==> config.mk <==
export PLATFORM = sky130hd
export DESIGN_NAME = child_grant_scheduler
export DESIGN_NICKNAME = d
export VERILOG_FILES = /design/src/rtl/sched_pkg.sv /design/src/rtl/rr_pick.sv /design/src/rtl/child_grant_scheduler.sv
export SDC_FILE = /design/constraint.sdc
export NUM_CORES = 1
export LEC_CHECK = 0
export ABC_AREA = 1
export BUFFER_PORTS_ARGS = -buffer_cell sky130_fd_sc_hd__buf_2
export CORE_ASPECT_RATIO = 1.25
export CORE_MARGIN = 4
export CORE_UTILIZATION = 60
export DETAILED_ROUTE_END_ITERATION = 16
export GPL_TIMING_DRIVEN = 1
export MAX_ROUTING_LAYER = met4
export PLACE_DENSITY = 0.81
export SYNTH_ARGS = -nofsm -noshare
export SYNTH_HDL_FRONTEND = slang
export SYNTH_HIERARCHICAL = 1
export SYNTH_SLANG_ARGS = --single-unit
==> constraint.sdc <==
create_clock -name clk -period 4.25 [get_ports clk]
set_input_delay 0.425 -clock clk [delete_from_list [all_inputs] [get_ports clk]]
set_output_delay 0.425 -clock clk [all_outputs]
set_load 0.005 [all_outputs]
==> src/rtl/sched_pkg.sv <==
// Shared types and default sizing for the child grant scheduler.
package sched_pkg;

    // Scheduler FSM states.
    typedef enum logic [1:0] {
        IDLE    = 2'd0,
        GRANT   = 2'd1,
        RELEASE = 2'd2
    } state_e;

    // Default number of children and grant index width.
    localparam int unsigned DEF_N_REQ = 5;
    localparam int unsigned DEF_ID_W  = 3;

endpackage

==> src/rtl/rr_pick.sv <==
// Combinational round-robin picker: first set request bit searching upward
// from last_id+1, wrapping from N_REQ-1 back to 0.
module rr_pick
    import sched_pkg::*;
#(
    parameter int unsigned N_REQ = DEF_N_REQ,
    parameter int unsigned ID_W  = DEF_ID_W
) (
    input  logic [N_REQ-1:0] req,
    input  logic [ID_W-1:0]  last_id,
    output logic             found,
    output logic [ID_W-1:0]  win_id
);

    logic [ID_W-1:0] cand;

    // Walk candidates in rotated order; the first hit is the winner.
    always_comb begin
        found  = 1'b0;
        win_id = '0;
        cand   = '0;
        for (int unsigned i = 1; i <= N_REQ; i++) begin
            cand = ID_W'((32'(last_id) + i) % N_REQ);
            if (!found && req[cand]) begin
                found  = 1'b1;
                win_id = cand;
            end
        end
    end

endmodule

==> src/rtl/child_grant_scheduler.sv <==
// Grants a single shared resource to one of N_REQ children in round-robin
// order. Optional forced revoke after MAX_HOLD grant cycles is enabled by
// defining SCHED_TIMEOUT_EN.
module child_grant_scheduler
    import sched_pkg::*;
#(
    parameter int unsigned N_REQ    = DEF_N_REQ,
    parameter int unsigned ID_W     = DEF_ID_W,
    parameter int unsigned MAX_HOLD = 8
) (
    input  logic             clk,
    input  logic             rst_n,
    input  logic [N_REQ-1:0] req,
    input  logic [N_REQ-1:0] done,
    output logic [N_REQ-1:0] grant,
    output logic [ID_W-1:0]  grant_id,
    output logic             busy,
    output logic             revoke
);

    // Reject configurations the index or hold counter cannot represent.
    if ((1 << ID_W) < N_REQ) begin : g_bad_id_w
        $error("ID_W too narrow for N_REQ");
    end
    if (MAX_HOLD < 1) begin : g_bad_hold
        $error("MAX_HOLD must be at least 1");
    end

    state_e           state_q, state_d;
    logic [N_REQ-1:0] grant_q, grant_d;
    logic [ID_W-1:0]  grant_id_q, grant_id_d;
    logic [ID_W-1:0]  last_id_q, last_id_d;
    logic             revoke_q, revoke_d;
    logic             pick_found;
    logic [ID_W-1:0]  pick_id;
    logic             held_req, held_done;
    logic             timeout;

    rr_pick #(
        .N_REQ (N_REQ),
        .ID_W  (ID_W)
    ) u_rr_pick (
        .req     (req),
        .last_id (last_id_q),
        .found   (pick_found),
        .win_id  (pick_id)
    );

    // Only the granted child's request and done bits matter.
    assign held_req  = req[grant_id_q];
    assign held_done = done[grant_id_q];

`ifdef SCHED_TIMEOUT_EN
    localparam int unsigned CNT_W = (MAX_HOLD > 1) ? $clog2(MAX_HOLD) : 1;

    logic [CNT_W-1:0] cnt_q, cnt_d;

    assign timeout = (cnt_q == CNT_W'(MAX_HOLD - 1));

    // Hold counter register.
    always_ff @(posedge clk or negedge rst_n) begin
        if (!rst_n) begin
            cnt_q <= '0;
        end else begin
            cnt_q <= cnt_d;
        end
    end
`else
    assign timeout = 1'b0;
`endif

    // Next-state logic; done/request loss takes precedence over timeout.
    always_comb begin
        state_d    = state_q;
        grant_d    = grant_q;
        grant_id_d = grant_id_q;
        last_id_d  = last_id_q;
        revoke_d   = 1'b0;
`ifdef SCHED_TIMEOUT_EN
        cnt_d      = cnt_q;
`endif
        unique case (state_q)
            IDLE: begin
                if (pick_found) begin
                    grant_d    = N_REQ'(1) << pick_id;
                    grant_id_d = pick_id;
                    state_d    = GRANT;
`ifdef SCHED_TIMEOUT_EN
                    cnt_d      = '0;
`endif
                end
            end
            GRANT: begin
                if (held_done || !held_req) begin
                    grant_d = '0;
                    state_d = RELEASE;
                end else if (timeout) begin
                    grant_d  = '0;
                    revoke_d = 1'b1;
                    state_d  = RELEASE;
                end else begin
`ifdef SCHED_TIMEOUT_EN
                    cnt_d = cnt_q + 1'b1;
`endif
                end
            end
            RELEASE: begin
                last_id_d = grant_id_q;
                state_d   = IDLE;
            end
            default: begin
                grant_d = '0;
                state_d = IDLE;
            end
        endcase
    end

    // State and output registers; reset drops the grant immediately.
    always_ff @(posedge clk or negedge rst_n) begin
        if (!rst_n) begin
            state_q    <= IDLE;
            grant_q    <= '0;
            grant_id_q <= '0;
            last_id_q  <= ID_W'(N_REQ - 1);
            revoke_q   <= 1'b0;
        end else begin
            state_q    <= state_d;
            grant_q    <= grant_d;
            grant_id_q <= grant_id_d;
            last_id_q  <= last_id_d;
            revoke_q   <= revoke_d;
        end
    end

    assign grant    = grant_q;
    assign grant_id = grant_id_q;
    assign busy     = (state_q != IDLE);
    assign revoke   = revoke_q;

endmodule

==> reports/metrics.cfg <==
[finish]
num-nets-final=409
n_antenna_cell=0
area_growth_pct=11.9
drive_gt1_share_pct=24.1
fillers=302
stdcell_area_mm2=0.00244

[detailed_routing]
wire_per_inst_um=12.9
viasPerCell=5.52
drt_iter0_markers=140
routed_wl_mm=5.26
antenna_left=0
num_vias=2252
firstDrtPassIters=4
drc=0

[clock_tree]
clk-insertion-delay-late_ns=0.24
cts_htree_levels=1
clockBufferDepth=2
cts_tree=built
cts_made_buffers=3
clkTransAtPathRegs_ns=0.05
cts-root-buf=clkbuf_8
clock_sinks=13

[timing]
fin_tns_setup_ns=0
layout_min_cycle_time_ns=4.01
slew_violations=0
finalClockSkew_ns=0.000710
min_period_over_period_pct=94.3
finalWorstSetupSlack_ns=0.244
hold_viol=0
fmax_mhz=250
setup-violations-final=0

[floorplan]
core_area_mm2=0.00351
fp-row-count=24
die_x_um=62.0
die_area_mm2=0.00468
io_pins=22
initial_core_util_pct=62.2
die_h_um=75.5

[worst_setup_path]
crit_end=grant[1]
setup.worst_path.end_class=flop
crit_top_cell=nand2_1
cp.arrival_ns=4.19
crit_start=last_id_q[1]
path_max_fanout=7
cp-start-kind=flop
worstSetupPathType=flop to flop
required_ns=4.43
reg2reg_setup_slack_ns=0.24
r2r_cells=26
slowest_stage=dfrtp_1
rr_endpoint=grant[1]
r2r-start=last_id_q[1]
slowest_delay_ns=0.50

[synthesis]
yosys-top-cells-count=87 x nand2_1, 44 x inv_1, 43 x nand3_1
synth_cell_types=42
avgSynthCellArea_um2=6.43
ys_ff_latch=13
synth_cells=340
syn_area_mm2=0.00218
yosysSeqAreaShare_pct=14.9
synth_largest_area_cell=nand2_1
yosys_warnings=6
yosysMostFrequentCell=nand2_1
synth_area_leaders=nand2_1 15%, ha_1 15%, dfrtp_1 14%
synth_top_flop_cell=dfrtp_1
postSynth.asyncResetShare_pct=100
synth-edff-count=0
synthesis.nets=379
yosys.area.top_type_share_pct=14.9

[placement]
io_buffers=20
place_ws_ns=0.169
dp_hpwl_mm=4.15
postPlaceCellArea_mm2=0.00233
globalplace.congestion=0.956

[grt]
gr-total-overflow=0
antenna_found_initial=0
grt_max_degree=14
grt_usage_pct=24.5
grt_pass1_wl_mm=8.52
grt_pass1_vias=2040

[run_status]
outcome=finished clean

[min_path]
hold_class=primary input to async pin

[flow_run]
maxCapViolCount=0

## worst min path at each step
stage                     startpoint  slack, ns  depth (start not counted)            to
final                          rst_n       0.06                          1      grant[2]
after global routing           rst_n       0.08                          1  last_id_q[1]
after CTS                      rst_n       0.07                          1    state_q[0]
after detailed placement       rst_n       0.33                          1    state_q[0]
after global placement         rst_n       0.33                          1      grant[4]
after floorplan                rst_n       0.13                          0      grant[0]
## metal layers
metal / global-route usage [%] / share of wire (%)
met1: 27.9 / 41
met2: 42.6 / 51
met3: 1.69 / 4.9
met4: 11.6 / 3.1
met5: - / 0
## sequential cells by signal, summed over array words and instances, names as in the netlist
signal,flops
grant,5
grant_id,3
last_id_q,3
state_q,2
## timing repair
| item | CTS | global route |
|---|---|---|
| hold buffers | 0 | 0 |
| setup buffers | 0 | 7 |
| endpoints found under the setup margin | 0 | 6 |
| gates resized for setup | 0 | 8 |
## layout make-up
class / count / area (um2) / share of cell area (%)
clock buffer: 4 / 45.0 / 1.84
tap: 39 / 48.8 / 2.00
inverter: 52 / 196 / 8.03
sequential: 13 / 327 / 13.4
multi-input combinational: 270 / 1650 / 67.6
timing repair buffer: 30 / 175 / 7.16
## kinds of logic after synthesis
group	after synthesis	synth area share (%)
AOI/OAI and AO/OA	27	7.79
xor gates and xnor gates	6	2.75
adders and majority gates	27	15.8
buffers and inverters	57	10.3
DFF	13	14.9
other	1	0.172
and+or+nand+nor	209	48.3
## metrics by stage
stage / hold WS (ns) / cells / utilization (%)
after floorplan: 0.129 / 340 / -
after global placement: 0.325 / 397 / 66.3
after detailed placement: 0.332 / 397 / 66.3
after CTS: 0.0691 / 401 / 67.6
after global routing: 0.0752 / 408 / 69.6
final: 0.0631 / 408 / 69.6
## worst max-delay path, delay by kind of cell, from the launching register on
family | cells | cell delay [ns]
XOR/XNOR | 1 | 0.27
adder cells (fa/ha/maj) | 3 | 0.72
AND/OR/NAND/NOR | 19 | 2.27
flip-flops | 1 | 0.50
buffers and inverters | 3 | 0.20
## placed cells by master, fill, tap and decap left out, types with 3 or more instances in the layout
master | synthesis | routed
o21ai_2 | 2 | 3
nand3_1 | 43 | 42
nor2_1 | 20 | 20
xor2_1 | 4 | 4
clkbuf_8 | 0 | 3
nand2_2 | 16 | 17
o21ai_0 | 12 | 11
dfrtp_1 | 12 | 12
buf_4 | 2 | 10
nand3_2 | 8 | 9
o21ai_1 | 3 | 3
nand3b_1 | 6 | 6
ha_1 | 26 | 26
nor3_1 | 5 | 4
inv_1 | 44 | 42
inv_2 | 6 | 8
nand2_1 | 87 | 86
nand4_1 | 12 | 12
buf_2 | 1 | 20
Power is not shown: default switching activity piles up to over one toggle a cycle in this logic, so the estimate is an artifact.
